[src/rtl/zcb_pkg.sv]
// Shared types and constants for the Zorgian change sequencer.
package zcb_pkg;

  typedef enum logic [2:0] {
    COIN_NONE   = 3'b000,
    COIN_CIRCLE = 3'b001,
    COIN_TRI    = 3'b011,
    COIN_PENT   = 3'b101
  } coin_t;

  typedef enum logic [1:0] {
    ST_IDLE,
    ST_CHECK,
    ST_DISPENSE,
    ST_DONE
  } zcb_state_t;

  localparam logic [3:0] VAL_PENT = 4'd5;
  localparam logic [3:0] VAL_TRI  = 4'd3;
  localparam logic [3:0] VAL_CIRC = 4'd1;

  function automatic logic [3:0] coin_value(input coin_t c);
    case (c)
      COIN_PENT:   coin_value = VAL_PENT;
      COIN_TRI:    coin_value = VAL_TRI;
      COIN_CIRCLE: coin_value = VAL_CIRC;
      default:     coin_value = 4'd0;
    endcase
  endfunction

endpackage

[src/rtl/zcb_coin_select.sv]
// Combinational coin pick from remaining change and inventory.
// ZCB_GREEDY_ONLY_EN defined: strict greedy; undefined: 6/7 lookahead.
module zcb_coin_select
  import zcb_pkg::*;
(
  input  logic [3:0] change,
  input  logic [1:0] pent_cnt,
  input  logic [1:0] tri_cnt,
  input  logic [1:0] circ_cnt,
  output coin_t      pick
);

`ifdef ZCB_GREEDY_ONLY_EN
  localparam bit LOOKAHEAD = 1'b0;
`else
  localparam bit LOOKAHEAD = 1'b1;
`endif

  always_comb begin
    pick = COIN_NONE;
    if (change >= VAL_PENT && pent_cnt != 2'd0)
      pick = COIN_PENT;
    else if (change >= VAL_TRI && tri_cnt != 2'd0)
      pick = COIN_TRI;
    else if (change >= VAL_CIRC && circ_cnt != 2'd0)
      pick = COIN_CIRCLE;
    // A pent on 6/7 would strand change when circles can't cover the rest
    if (LOOKAHEAD && pick == COIN_PENT && (change == 4'd6 || change == 4'd7) &&
        {2'b00, circ_cnt} < (change - VAL_PENT) && tri_cnt >= 2'd2)
      pick = COIN_TRI;
  end

endmodule

[src/rtl/zorgian_change_sequencer.sv]
// Multi-cycle change dispenser: one coin per ready/valid handshake, with inventory.
// Pick policy selected by ZCB_GREEDY_ONLY_EN inside zcb_coin_select.
module zorgian_change_sequencer
  import zcb_pkg::*;
#(
  parameter int unsigned MAX_COINS = 4
)
(
  input  logic       clock,
  input  logic       reset,
  input  logic       start,
  input  logic [3:0] Cost,
  input  logic [3:0] Paid,
  input  logic       restock,
  input  logic [1:0] restock_pent,
  input  logic [1:0] restock_tri,
  input  logic [1:0] restock_circ,
  output logic [2:0] coin_out,
  output logic       coin_valid,
  input  logic       coin_ready,
  output logic       busy,
  output logic       done,
  output logic [3:0] Remaining,
  output logic       ExactAmount,
  output logic       CoughUpMore,
  output logic       NotEnoughChange,
  output logic [1:0] pent_cnt,
  output logic [1:0] tri_cnt,
  output logic [1:0] circ_cnt
);

  localparam int unsigned CW = $clog2(MAX_COINS + 1);
  localparam logic [CW-1:0] MAX_C = CW'(MAX_COINS);

  zcb_state_t    state, next_state;
  logic [3:0]    cost_q, paid_q, change_q, remaining_q;
  logic [CW-1:0] count_q;
  logic [1:0]    pent_q, tri_q, circ_q;
  logic          exact_q, cough_q, ne_q;
  logic          handshake;
  coin_t         pick;

  zcb_coin_select u_sel (
    .change   (change_q),
    .pent_cnt (pent_q),
    .tri_cnt  (tri_q),
    .circ_cnt (circ_q),
    .pick     (pick)
  );

  always_comb begin
    next_state = state;
    busy       = 1'b0;
    done       = 1'b0;
    coin_valid = 1'b0;
    coin_out   = COIN_NONE;
    handshake  = 1'b0;
    case (state)
      ST_IDLE: begin
        if (!restock && start) next_state = ST_CHECK;
      end
      ST_CHECK: begin
        busy       = 1'b1;
        next_state = (paid_q > cost_q) ? ST_DISPENSE : ST_DONE;
      end
      ST_DISPENSE: begin
        busy = 1'b1;
        if (pick != COIN_NONE && count_q < MAX_C) begin
          coin_valid = 1'b1;
          coin_out   = pick;
          handshake  = coin_ready;
        end else begin
          next_state = ST_DONE;
        end
      end
      ST_DONE: begin
        busy       = 1'b1;
        done       = 1'b1;
        next_state = ST_IDLE;
      end
      default: next_state = ST_IDLE;
    endcase
  end

  always_ff @(posedge clock or posedge reset) begin
    if (reset) begin
      state       <= ST_IDLE;
      cost_q      <= '0;
      paid_q      <= '0;
      change_q    <= '0;
      remaining_q <= '0;
      count_q     <= '0;
      pent_q      <= '0;
      tri_q       <= '0;
      circ_q      <= '0;
      exact_q     <= 1'b0;
      cough_q     <= 1'b0;
      ne_q        <= 1'b0;
    end else begin
      state <= next_state;
      case (state)
        ST_IDLE: begin
          if (restock) begin
            pent_q <= restock_pent;
            tri_q  <= restock_tri;
            circ_q <= restock_circ;
          end else if (start) begin
            cost_q      <= Cost;
            paid_q      <= Paid;
            count_q     <= '0;
            remaining_q <= '0;
            exact_q     <= 1'b0;
            cough_q     <= 1'b0;
            ne_q        <= 1'b0;
          end
        end
        ST_CHECK: begin
          if (paid_q < cost_q)
            cough_q <= 1'b1;
          else if (paid_q == cost_q)
            exact_q <= (paid_q != 4'd0);
          else
            change_q <= paid_q - cost_q;
        end
        ST_DISPENSE: begin
          if (handshake) begin
            change_q <= change_q - coin_value(pick);
            count_q  <= count_q + CW'(1);
            case (pick)
              COIN_PENT:   pent_q <= pent_q - 2'd1;
              COIN_TRI:    tri_q  <= tri_q - 2'd1;
              COIN_CIRCLE: circ_q <= circ_q - 2'd1;
              default:     ;
            endcase
          end else if (next_state == ST_DONE) begin
            remaining_q <= change_q;
            ne_q        <= (change_q != 4'd0);
          end
        end
        default: ;
      endcase
    end
  end

  assign Remaining       = remaining_q;
  assign ExactAmount     = exact_q;
  assign CoughUpMore     = cough_q;
  assign NotEnoughChange = ne_q;
  assign pent_cnt        = pent_q;
  assign tri_cnt         = tri_q;
  assign circ_cnt        = circ_q;

endmodule
[config.mk]
export PLATFORM = sky130hd
export DESIGN_NAME = zorgian_change_sequencer
export DESIGN_NICKNAME = d
export VERILOG_FILES = /design/src/rtl/zcb_pkg.sv /design/src/rtl/zcb_coin_select.sv /design/src/rtl/zorgian_change_sequencer.sv
export SDC_FILE = /design/constraint.sdc
export NUM_CORES = 1
export LEC_CHECK = 0
export ABC_CLOCK_PERIOD_IN_PS = 3700
export CAP_MARGIN = 10
export CELL_PAD_IN_SITES_DETAIL_PLACEMENT = 2
export CELL_PAD_IN_SITES_GLOBAL_PLACEMENT = 2
export CORE_UTILIZATION = 33
export DETAILED_ROUTE_END_ITERATION = 8
export HOLD_SLACK_MARGIN = 0.08
export PLACE_DENSITY = 0.87
export SYNTH_ARGS = -nofsm -noshare
export SYNTH_HDL_FRONTEND = slang
export SYNTH_SLANG_ARGS = --single-unit
[constraint.sdc]
create_clock -name clock -period 3.7 [get_ports clock]
set_input_delay 0.925 -clock clock [delete_from_list [all_inputs] [get_ports clock]]
set_output_delay 0.925 -clock clock [all_outputs]
set_load 0.02 [all_outputs]
==> results.yml, run 1 <==
layout:
  multi_input_area_mm2: 0.00130
  area_growth_syn_to_layout_pct: 26.0
  final_cell_mix: "clkdlybuf4s50_1, dfrtp_1, inv_1"
  seqCellArea_um2: 752
  antenna_cells: 0
  final_common_cell: "clkdlybuf4s50_1"
  finish.instance_area_mm2: 0.00277
  drive_gt1_frac: 0.147
  num-nets-final: 322
  fillCellCount: 700
drt:
  vias: 1968
  drtIter0Drc: 95
  post_drt_wl_per_cell_um: 18.7
  dr.pass1.iters: 4
  postRouteWirelength_um: 6650
  viasPerCell: 5.53
  ant_nets: 0
  drc: 0
placed_design:
  dp_slack_ns: -0.0608
  dp_hpwl_um: 5050
  numPortBuffers: 37
  place_area_mm2: 0.00267
  gp_congestion: 0.866
global_routing:
  antenna_found_initial: 0
  grt_pass1_vias: 2226
  grt_max_degree: 31
  overflow: 0
  grt_pass1_wl_um: 11300
  grt_usage: 0.204
clock_network:
  cts_tree: "done"
  cts.sinks: 30
  cts_buffer_depth: 2
  path_clk_slew_ns: 0.07
  cts-root-buf: "clkbuf_8"
  numCtsBuffers: 5
  htreeDepth: 2
  clk_latency_ns: 0.29
floorplanning:
  die_w_um: 83.6
  core-area_mm2: 0.00639
  die_y_um: 83.6
  initial_core_util: 0.344
  io_pins: 38
  die-area_mm2: 0.00700
  rows: 29
synthesis:
  synth_seq_area_share: 0.341
  synth_edf_count: 0
  yosysWarnings: 0
  async_flop_share: 1.00
  avgSynthCellArea_um2: 9.36
  synth_cell_types: 56
  ys_ff_latch: 30
  syn-num-nets: 279
  synthTopCellsByArea: "dfrtp_1, ha_1, inv_1"
  yosysTopAreaCellShare: 0.341
  synth_cells: 235
  syn-cell-area_mm2: 0.00220
  synth_top_area_cell: "dfrtp_1"
  synthFlopType: "dfrtp_1"
power_and_ir_drop:
  total_power_mw: 2.99
  ir_drop_v: 0.000377
  cellPowerDensity_mw_per_mm2: 1080
  power_leakage_nw: 1.25
timing:
  relSlewSlack: 0.624
  setup_ws_ns: 0.0817
  maxSlewViolCount: 0
  fin_setup_tns_ns: 0
  max_freq_mhz: 276
  fin_crit_sh: 0.978
  finalSetupViolCount: 0
  finalHoldViolations: 0
  worst_slew_pin_slew_ns: 0.560
  period_minus_slack_ns: 3.62
  fin_worst_skew_ns: 0.00940
worst_setup_path:
  cp-start-kind: "flop"
  crit_required_ns: 2.77
  crit_type: "reg2out"
  slowest_stage: "dfrtp_2"
  crit_path_max_fanout: 6
  slowest_delay_ns: 0.45
  worstRegToRegCells: 12
  cp.arrival_ns: 2.69
  end_kind: "primary output"
  cp_cell_sequence: "inv_4 > ha_1 > ha_1 > o21ai_0 > a221oi_2 > o32a_1 > inv_1 > and3_2 > dlygate4sd2_1"
  path_common_cell: "ha_1"
min_path:
  hp-class: "reg2reg"
  worstHoldPathCells: 2
job:
  maxCapViolCount: 0
run_status:
  status: "finished, final reports clean"
routing by layer:
metal / global-route usage / part of all wire
met5: 0 / 0
met4: 0.0586 / 0.014
met3: 0.0445 / 0.042
met2: 0.343 / 0.48
met1: 0.264 / 0.46
timing repair:
item / CTS / global route
cloned: 0 / 0
setup buffers: 0 / 1
gates resized for setup: 5 / 2
pin swaps: 1 / 2
endpoints found under the setup margin: 2 / 4
hold buffers: 0 / 0
worst max-delay path: cells and delay by family, from the launching register on:
family / cells / cell delay, ns
compound gates: 3 / 0.72
simple gates: 1 / 0.20
buf+inv: 3 / 0.52
fa+ha+maj: 2 / 0.51
flops: 1 / 0.45
stage by stage:
stage | utilization | hold WS, ns | instances
after floorplan | - | 0.475 | 235
after global placement | 0.417 | 0.471 | 347
after detailed placement | 0.417 | 0.490 | 347
after CTS | 0.432 | 0.507 | 355
after global routing | 0.434 | 0.537 | 356
final | 0.434 | 0.496 | 356
area by class of cell:
cell class	instances	share of cell area
Clock buffer	7	0.0312
Inverter	29	0.0402
Tap cell	77	0.0348
Clock inverter	1	0.00181
Timing Repair Buffer	44	0.152
Multi-Input combinational cell	168	0.469
Sequential cell	30	0.271
logic make-up (layout without fill, tap and decap cells):
logic type | Yosys count | in the layout | synth area share
AOI/OAI and AO/OA | 64 | 64 | 0.199
and+or+nand+nor | 59 | 59 | 0.143
buffers and inverters | 37 | 81 | 0.0705
DFF | 30 | 30 | 0.341
adders and majority gates | 25 | 25 | 0.149
muxes | 18 | 18 | 0.0893
xor gates and xnor gates | 2 | 2 | 0.00797
path summary, 6_finish.rpt:
check	endpoint	startpoint	slack, ns
worst max register to register	change_q[3]	change_q[1]	0.57
worst min register to register	ExactAmount	ExactAmount	0.50
min in group asynchronous	pent_cnt[1]	reset	1.03
max in group asynchronous	change_q[1]	reset	2.36
worst max-delay path	coin_out[1]	change_q[1]	0.08
worst min-delay path	ExactAmount	ExactAmount	0.50
cells in the mapped netlist (2+ instances only):
cell       n
or2_2      4
ha_1      23
inv_1     28
and2_2     2
nor3_1     4
nand2_1   14
o22a_1     4
nand3_1    3
o211ai_1   4
o22ai_1    2
a31oi_1    4
buf_6      2
mux2i_1    8
a21oi_1   13
nor2b_1    5
mux2_2     9
nand2b_1   3
nand4_1    2
or4_1      2
nor2_1    13
o21a_1     2
dfrtp_1   30
a221oi_1   2
clkbuf_1   5
o21ai_0   15
fa_1       2
registers in the layout, indices dropped and copies added (netlist names):
signal and cells:
change_q 4, Remaining 4, pent_cnt 2, ExactAmount 1, circ_cnt 2, count_q 3
paid_q 4, tri_cnt 2, CoughUpMore 1, state 2, NotEnoughChange 1, cost_q 4
power breakdown:
group	switching, mW	internal [mW]	total, mW
Combinational	1.17	0.881	2.05
Clock	0.130	0.150	0.280
Sequential	0.168	0.489	0.657
Total	1.47	1.52	2.99
Note: power is estimated with default switching activity, not from simulation.
==> run 2, diff against run 1 <==
--- a/config.mk
+++ b/config.mk
@@ -13,6 +13,7 @@
 export DETAILED_ROUTE_END_ITERATION = 8
 export HOLD_SLACK_MARGIN = 0.08
 export PLACE_DENSITY = 0.87
+export SETUP_SLACK_MARGIN = 0.1
 export SYNTH_ARGS = -nofsm -noshare
 export SYNTH_HDL_FRONTEND = slang
 export SYNTH_SLANG_ARGS = --single-unit
==> run 2 against run 1 <==
Effect of this change: register-to-register slack about the same; critical endpoint is now coin_out[0]; largest power group unchanged; total power about the same; global-route usage up 0.13 points; first-iteration DRC count down 15%.
==> results.yml, run 2 (synthesis gave the netlist of run 1 again) <==
run_status:
  status: "finished, final reports clean"
timing:
  finalHoldViolations: 0
  period_minus_slack_ns: 3.48
  setup_ws_ns: 0.219
  maxSlewViolCount: 0
  finalSetupViolCount: 0
  fin_worst_skew_ns: 0.0101
  rsz0062_at_grt: "no"
  relSlewSlack: 0.614
  max_freq_mhz: 287
  fin_crit_sh: 0.941
  worst_slew_pin_slew_ns: 0.575
floorplanning:
  die-area_mm2: 0.00700
  die_w_um: 83.6
  rows: 29
  die_y_um: 83.6
  core-area_mm2: 0.00639
  initial_core_util: 0.344
  io_pins: 38
worst_setup_path:
  r2r_end: "change_q[3]"
  end_kind: "primary output"
  worstRegToRegCells: 12
  cp.arrival_ns: 2.56
  cp_cell_sequence: "inv_4 > ha_1 > nor2b_1 > o221a_2 > a21oi_4 > and2_2 > clkdlybuf4s50_1"
  ff2ff_setup_slack_ns: 0.56
  slowest_stage: "clkdlybuf4s50_1"
  crit_path_max_fanout: 6
  crit_required_ns: 2.77
  crit_type: "reg2out"
  cp-start-kind: "flop"
  r2r_start: "change_q[1]"
  slowest_delay_ns: 0.59
power_and_ir_drop:
  switching_share: 0.492
  total_power_mw: 2.99
  seqPwrFrac: 0.221
  cellPowerDensity_mw_per_mm2: 1080
  clockPowerShare: 0.094
  pwr-share-comb: 0.685
  ir_drop_v: 0.000376
  switching_power_mw: 1.47
  power_leakage_nw: 1.25
  p_int_mw: 1.52
clock_network:
  cts_setup_buffers: 0
  clk_latency_ns: 0.29
  numCtsBuffers: 5
  cts-root-buf: "clkbuf_8"
  cts_buffer_depth: 2
  htreeDepth: 2
  cts_hold_buffers: 0
  cts_tree: "done"
  path_clk_slew_ns: 0.07
  cts.sinks: 30
global_routing:
  grt_max_degree: 31
  overflow: 0
  grt_pass1_wl_um: 11300
  grt_pass1_vias: 2232
  grt_usage: 0.206
  antenna_found_initial: 0
min_path:
  min_from: "ExactAmount"
  worstHoldPathCells: 2
  hold_end: "ExactAmount"
  hp-class: "reg2reg"
placed_design:
  numPortBuffers: 37
  dp_cells: 347
  dp_hpwl_um: 5050
  gp_congestion: 0.866
  dp_slack_ns: -0.0608
layout:
  num-nets-final: 321
  finalNonFillerCells: 355
  antenna_cells: 0
  drive_gt1_frac: 0.147
  area_growth_syn_to_layout_pct: 25.8
  final_common_cell: "clkdlybuf4s50_1"
  final_cell_mix: "clkdlybuf4s50_1, dfrtp_1, inv_1"
  fin_util: 0.433
drt:
  drc: 0
  vias: 1978
  post_drt_wl_per_cell_um: 18.6
  postRouteWirelength_um: 6590
  viasPerCell: 5.57
  dr.pass1.iters: 4
  ant_nets: 0
  drtIter0Drc: 81
job:
  maxCapViolCount: 0
[run 2: cell count changes in the layout (fill, tap and decap cells not counted)]
| cell | previous run | this run |
|---|---|---|
| buf_4 | 7 | 6 |
| a21oi_2 | 1 | 0 |
| a21oi_4 | 0 | 1 |
| dlygate4sd2_1 | 2 | 1 |
| o21ai_1 | 1 | 2 |
| o21ai_0 | 15 | 14 |
| clkbuf_2 | 0 | 1 |
[run 2: cell type report]
type | count | area, um^2
clock buffers | 7 | 86.3
clock inverters | 1 | 5.00
fillers | 700 | 3620
inverters | 29 | 111
multi-input cells | 168 | 1310
flip-flops and latches | 30 | 752
well taps | 77 | 96.3
repair buffers | 43 | 409
[run 2: critical path: cells and delay by family, from the launching register on]
family	cells	cell delay, ns
buffers and inverters	2	0.67
AOI/OAI and AO/OA	2	0.61
DFF	1	0.43
and+or+nand+nor	2	0.34
adders and majority gates	1	0.21
[run 2: worst max path at each step]
stage                            from     endpoint  slack [ns]  depth (start not counted)
after CTS                 change_q[1]  coin_out[1]        0.11                          9
after global routing      change_q[1]  coin_out[0]        0.11                          7
final                     change_q[1]  coin_out[0]        0.22                          7
after global placement    change_q[1]  coin_out[1]        0.12                          9
after detailed placement  change_q[1]  coin_out[2]       -0.06                          8
after floorplan           change_q[1]  coin_out[2]        0.62                          7
[run 2: timing repair]
| action | CTS | global route |
|---|---|---|
| gates resized for setup | 7 | 4 |
| setup endpoints to repair | 4 | 4 |
| hold endpoints to repair | 0 | 0 |
| pin swaps | 2 | 2 |
[run 2: power groups by stage]
stage | Sequential, mW | Combinational (mW) | Clock (mW)
final | 0.661 | 2.05 | 0.281
after global routing | 0.686 | 2.25 | 0.304
after CTS | 0.659 | 2.05 | 0.292
after detailed placement | 0.657 | 2.01 | 0
after global placement | 0.645 | 1.91 | 0
after floorplan | 0.682 | 1.32 | 0
[run 2: per-stage QoR]
step | hold slack (ns) | TNS (ns) | area [um^2]
2_1_floorplan | 0.475 | 0 | 2200
3_3_place_gp | 0.471 | 0 | 2670
3_5_place_dp | 0.490 | -0.105 | 2670
4_1_cts | 0.507 | 0 | 2770
5_1_grt | 0.537 | 0 | 2770
6_report | 0.497 | 0 | 2770
[run 2: layer usage]
metal / part of all wire / GRT usage
met1: 0.46 / 0.265
met2: 0.48 / 0.346
met3: 0.044 / 0.0445
met4: 0.014 / 0.0586
met5: 0 / 0
==> run 3, diff against run 2 <==
--- a/config.mk
+++ b/config.mk
@@ -9,7 +9,9 @@
 export CAP_MARGIN = 10
 export CELL_PAD_IN_SITES_DETAIL_PLACEMENT = 2
 export CELL_PAD_IN_SITES_GLOBAL_PLACEMENT = 2
+export CORE_MARGIN = 4
 export CORE_UTILIZATION = 33
+export CTS_CLUSTER_SIZE = 25
 export DETAILED_ROUTE_END_ITERATION = 8
 export HOLD_SLACK_MARGIN = 0.08
 export PLACE_DENSITY = 0.87
==> run 3 against run 2 <==
Effect of this change: global-route usage fell by 1.2 points; utilization rose by 0.30 points; register-to-register slack got worse by 0.30 ns; via count rose by 0.40%; die area rose by 15%; sequential power rose by 0.8%; wire length rose by 18%; sequential share of layout area fell by 0.34 points; sequential cell count did not move; cell area rose by 1.3%; largest power group unchanged; total power rose by 6.3%; clock power rose by 2%.
==> results.yml, run 3 (synthesis gave the netlist of run 1 again) <==
run_status:
  status: "finished, final reports clean"
clock_network:
  path_clk_slew_ns: 0.07
  cts-root-buf: "clkbuf_8"
  clk_latency_ns: 0.29
  cts.sinks: 30
  numCtsBuffers: 5
  htreeDepth: 2
  cts_buffer_depth: 2
  cts_tree: "done"
  cts_hold_buffers: 0
worst_setup_path:
  crit_required_ns: 2.77
  crit_type: "reg2out"
  path_delay_family: "adder cells"
  slowest_stage: "dfrtp_1"
  crit_path_max_fanout: 6
  cp_num_buf_inv: 2
  end_kind: "primary output"
  cp.arrival_ns: 2.65
  path_common_cell: "ha_1"
  cp-start-kind: "flop"
  cp_cell_sequence: "inv_4 > ha_1 > ha_1 > o21ai_0 > a221oi_2 > o21ai_1 > nor3_1 > dlygate4sd2_1"
  slowest_delay_ns: 0.44
floorplanning:
  core-area_mm2: 0.00642
  initial_core_util: 0.342
  rows: 29
  die_w_um: 89.6
  die-area_mm2: 0.00804
  io_pins: 38
  die_y_um: 89.6
layout:
  antenna_cells: 0
  finish.instance_area_mm2: 0.00280
  fillCellCount: 697
  drive_gt1_frac: 0.163
  final_cell_mix: "clkdlybuf4s50_1, dfrtp_1, inv_1"
  num-nets-final: 325
  area_growth_syn_to_layout_pct: 27.4
  final_common_cell: "clkdlybuf4s50_1"
drt:
  postRouteWirelength_um: 7800
  viasPerCell: 5.53
  vias: 1986
  post_drt_wl_per_cell_um: 21.7
  dr.pass1.iters: 4
  drc: 0
  drtIter0Drc: 69
  ant_nets: 0
global_routing:
  overflow: 0
  grt_usage: 0.194
  grt_pass1_wl_um: 11700
  antenna_found_initial: 0
  grt_pass1_vias: 2169
  grt_max_degree: 31
timing:
  finalSetupViolCount: 0
  fin_crit_sh: 0.965
  max_freq_mhz: 280
  fin_worst_skew_ns: 0.00481
  holdWs_ns: 0.510
  rsz0062_at_grt: "yes"
  period_minus_slack_ns: 3.57
  relSlewSlack: 0.564
  maxSlewViolCount: 0
  worst_slew_pin_slew_ns: 0.650
  finalHoldViolations: 0
power_and_ir_drop:
  ir_drop_v: 0.000419
  power_leakage_nw: 1.27
  cellPowerDensity_mw_per_mm2: 1130
placed_design:
  gp_congestion: 0.903
  dp_hpwl_um: 5130
  numPortBuffers: 37
  place_area_mm2: 0.00267
job:
  maxCapViolCount: 0
min_path:
  hp-class: "reg2reg"
## run 3: changes by cell type in the layout (fill, tap and decap cells not counted)
cell | previous run | this run
buf_4 | 6 | 10
inv_2 | 1 | 0
inv_4 | 1 | 2
nor2b_1 | 5 | 4
nor2b_2 | 0 | 1
## run 3: what timing repair did
item / in CTS / in global routing
gates resized for setup: 8 / 5
endpoints found under the setup margin: 4 / 4
pin swaps: 2 / 2
hold endpoints to repair: 0 / 0
setup buffers: 1 / 3
## run 3: worst reg2reg max path, delay by kind of cell (launching register included)
kind | cells | cell delay [ns]
flops | 1 | 0.44
fa+ha+maj | 3 | 0.86
simple gates | 1 | 0.13
compound gates | 7 | 1.58
buf+inv | 3 | 0.30
## run 3: path summary, 6_finish.rpt
| path | startpoint | endpoint | slack, ns | cells past startpoint |
|---|---|---|---|---|
| max | change_q[0] | coin_out[2] | 0.13 | 8 |
| min | ExactAmount | ExactAmount | 0.51 | 2 |
| max reg2reg | change_q[0] | change_q[3] | 0.26 | 14 |
| min reg2reg | ExactAmount | ExactAmount | 0.51 | 2 |
| max in group asynchronous | reset | change_q[1] | 2.37 | 3 |
| min in group asynchronous | reset | tri_cnt[1] | 1.02 | 3 |
## run 3: final cells by class
| class | count | area, um^2 | share of cell area |
|---|---|---|---|
| Inverter | 29 | 114 | 0.0406 |
| Clock inverter | 1 | 5.00 | 0.00179 |
| Timing Repair Buffer | 47 | 439 | 0.157 |
| Tap cell | 77 | 96.3 | 0.0344 |
| Clock buffer | 7 | 86.3 | 0.0308 |
| Sequential cell | 30 | 752 | 0.268 |
| Multi-Input combinational cell | 168 | 1310 | 0.467 |
## run 3: where the power goes
part,total [mW],internal [mW],switching (mW)
clock,0.288,0.150,0.138
combinational,2.22,0.927,1.30
sequential,0.666,0.489,0.177
## run 3: metal layers
layer	vias up	global-route usage	wire [um]
met5	-	0	0
met4	0	0.0501	99
met3	8	0.0319	217
met2	44	0.344	4100
met1	1004	0.244	3390
li1	930	-	-
## run 3: metrics by stage
step | utilization | std cells | setup WS (ns) | power [mW] | setup TNS [ns]
4_1_cts | 0.432 | 356 | 0.102 | 3.08 | 0
2_1_floorplan | - | 235 | 0.616 | 2.00 | 0
3_3_place_gp | 0.415 | 347 | 0.111 | 2.56 | 0
3_5_place_dp | 0.415 | 347 | -0.0939 | 2.67 | -0.171
5_1_grt | 0.436 | 359 | -0.000373 | 3.41 | -0.000373
6_report | 0.436 | 359 | 0.128 | 3.18 | 0
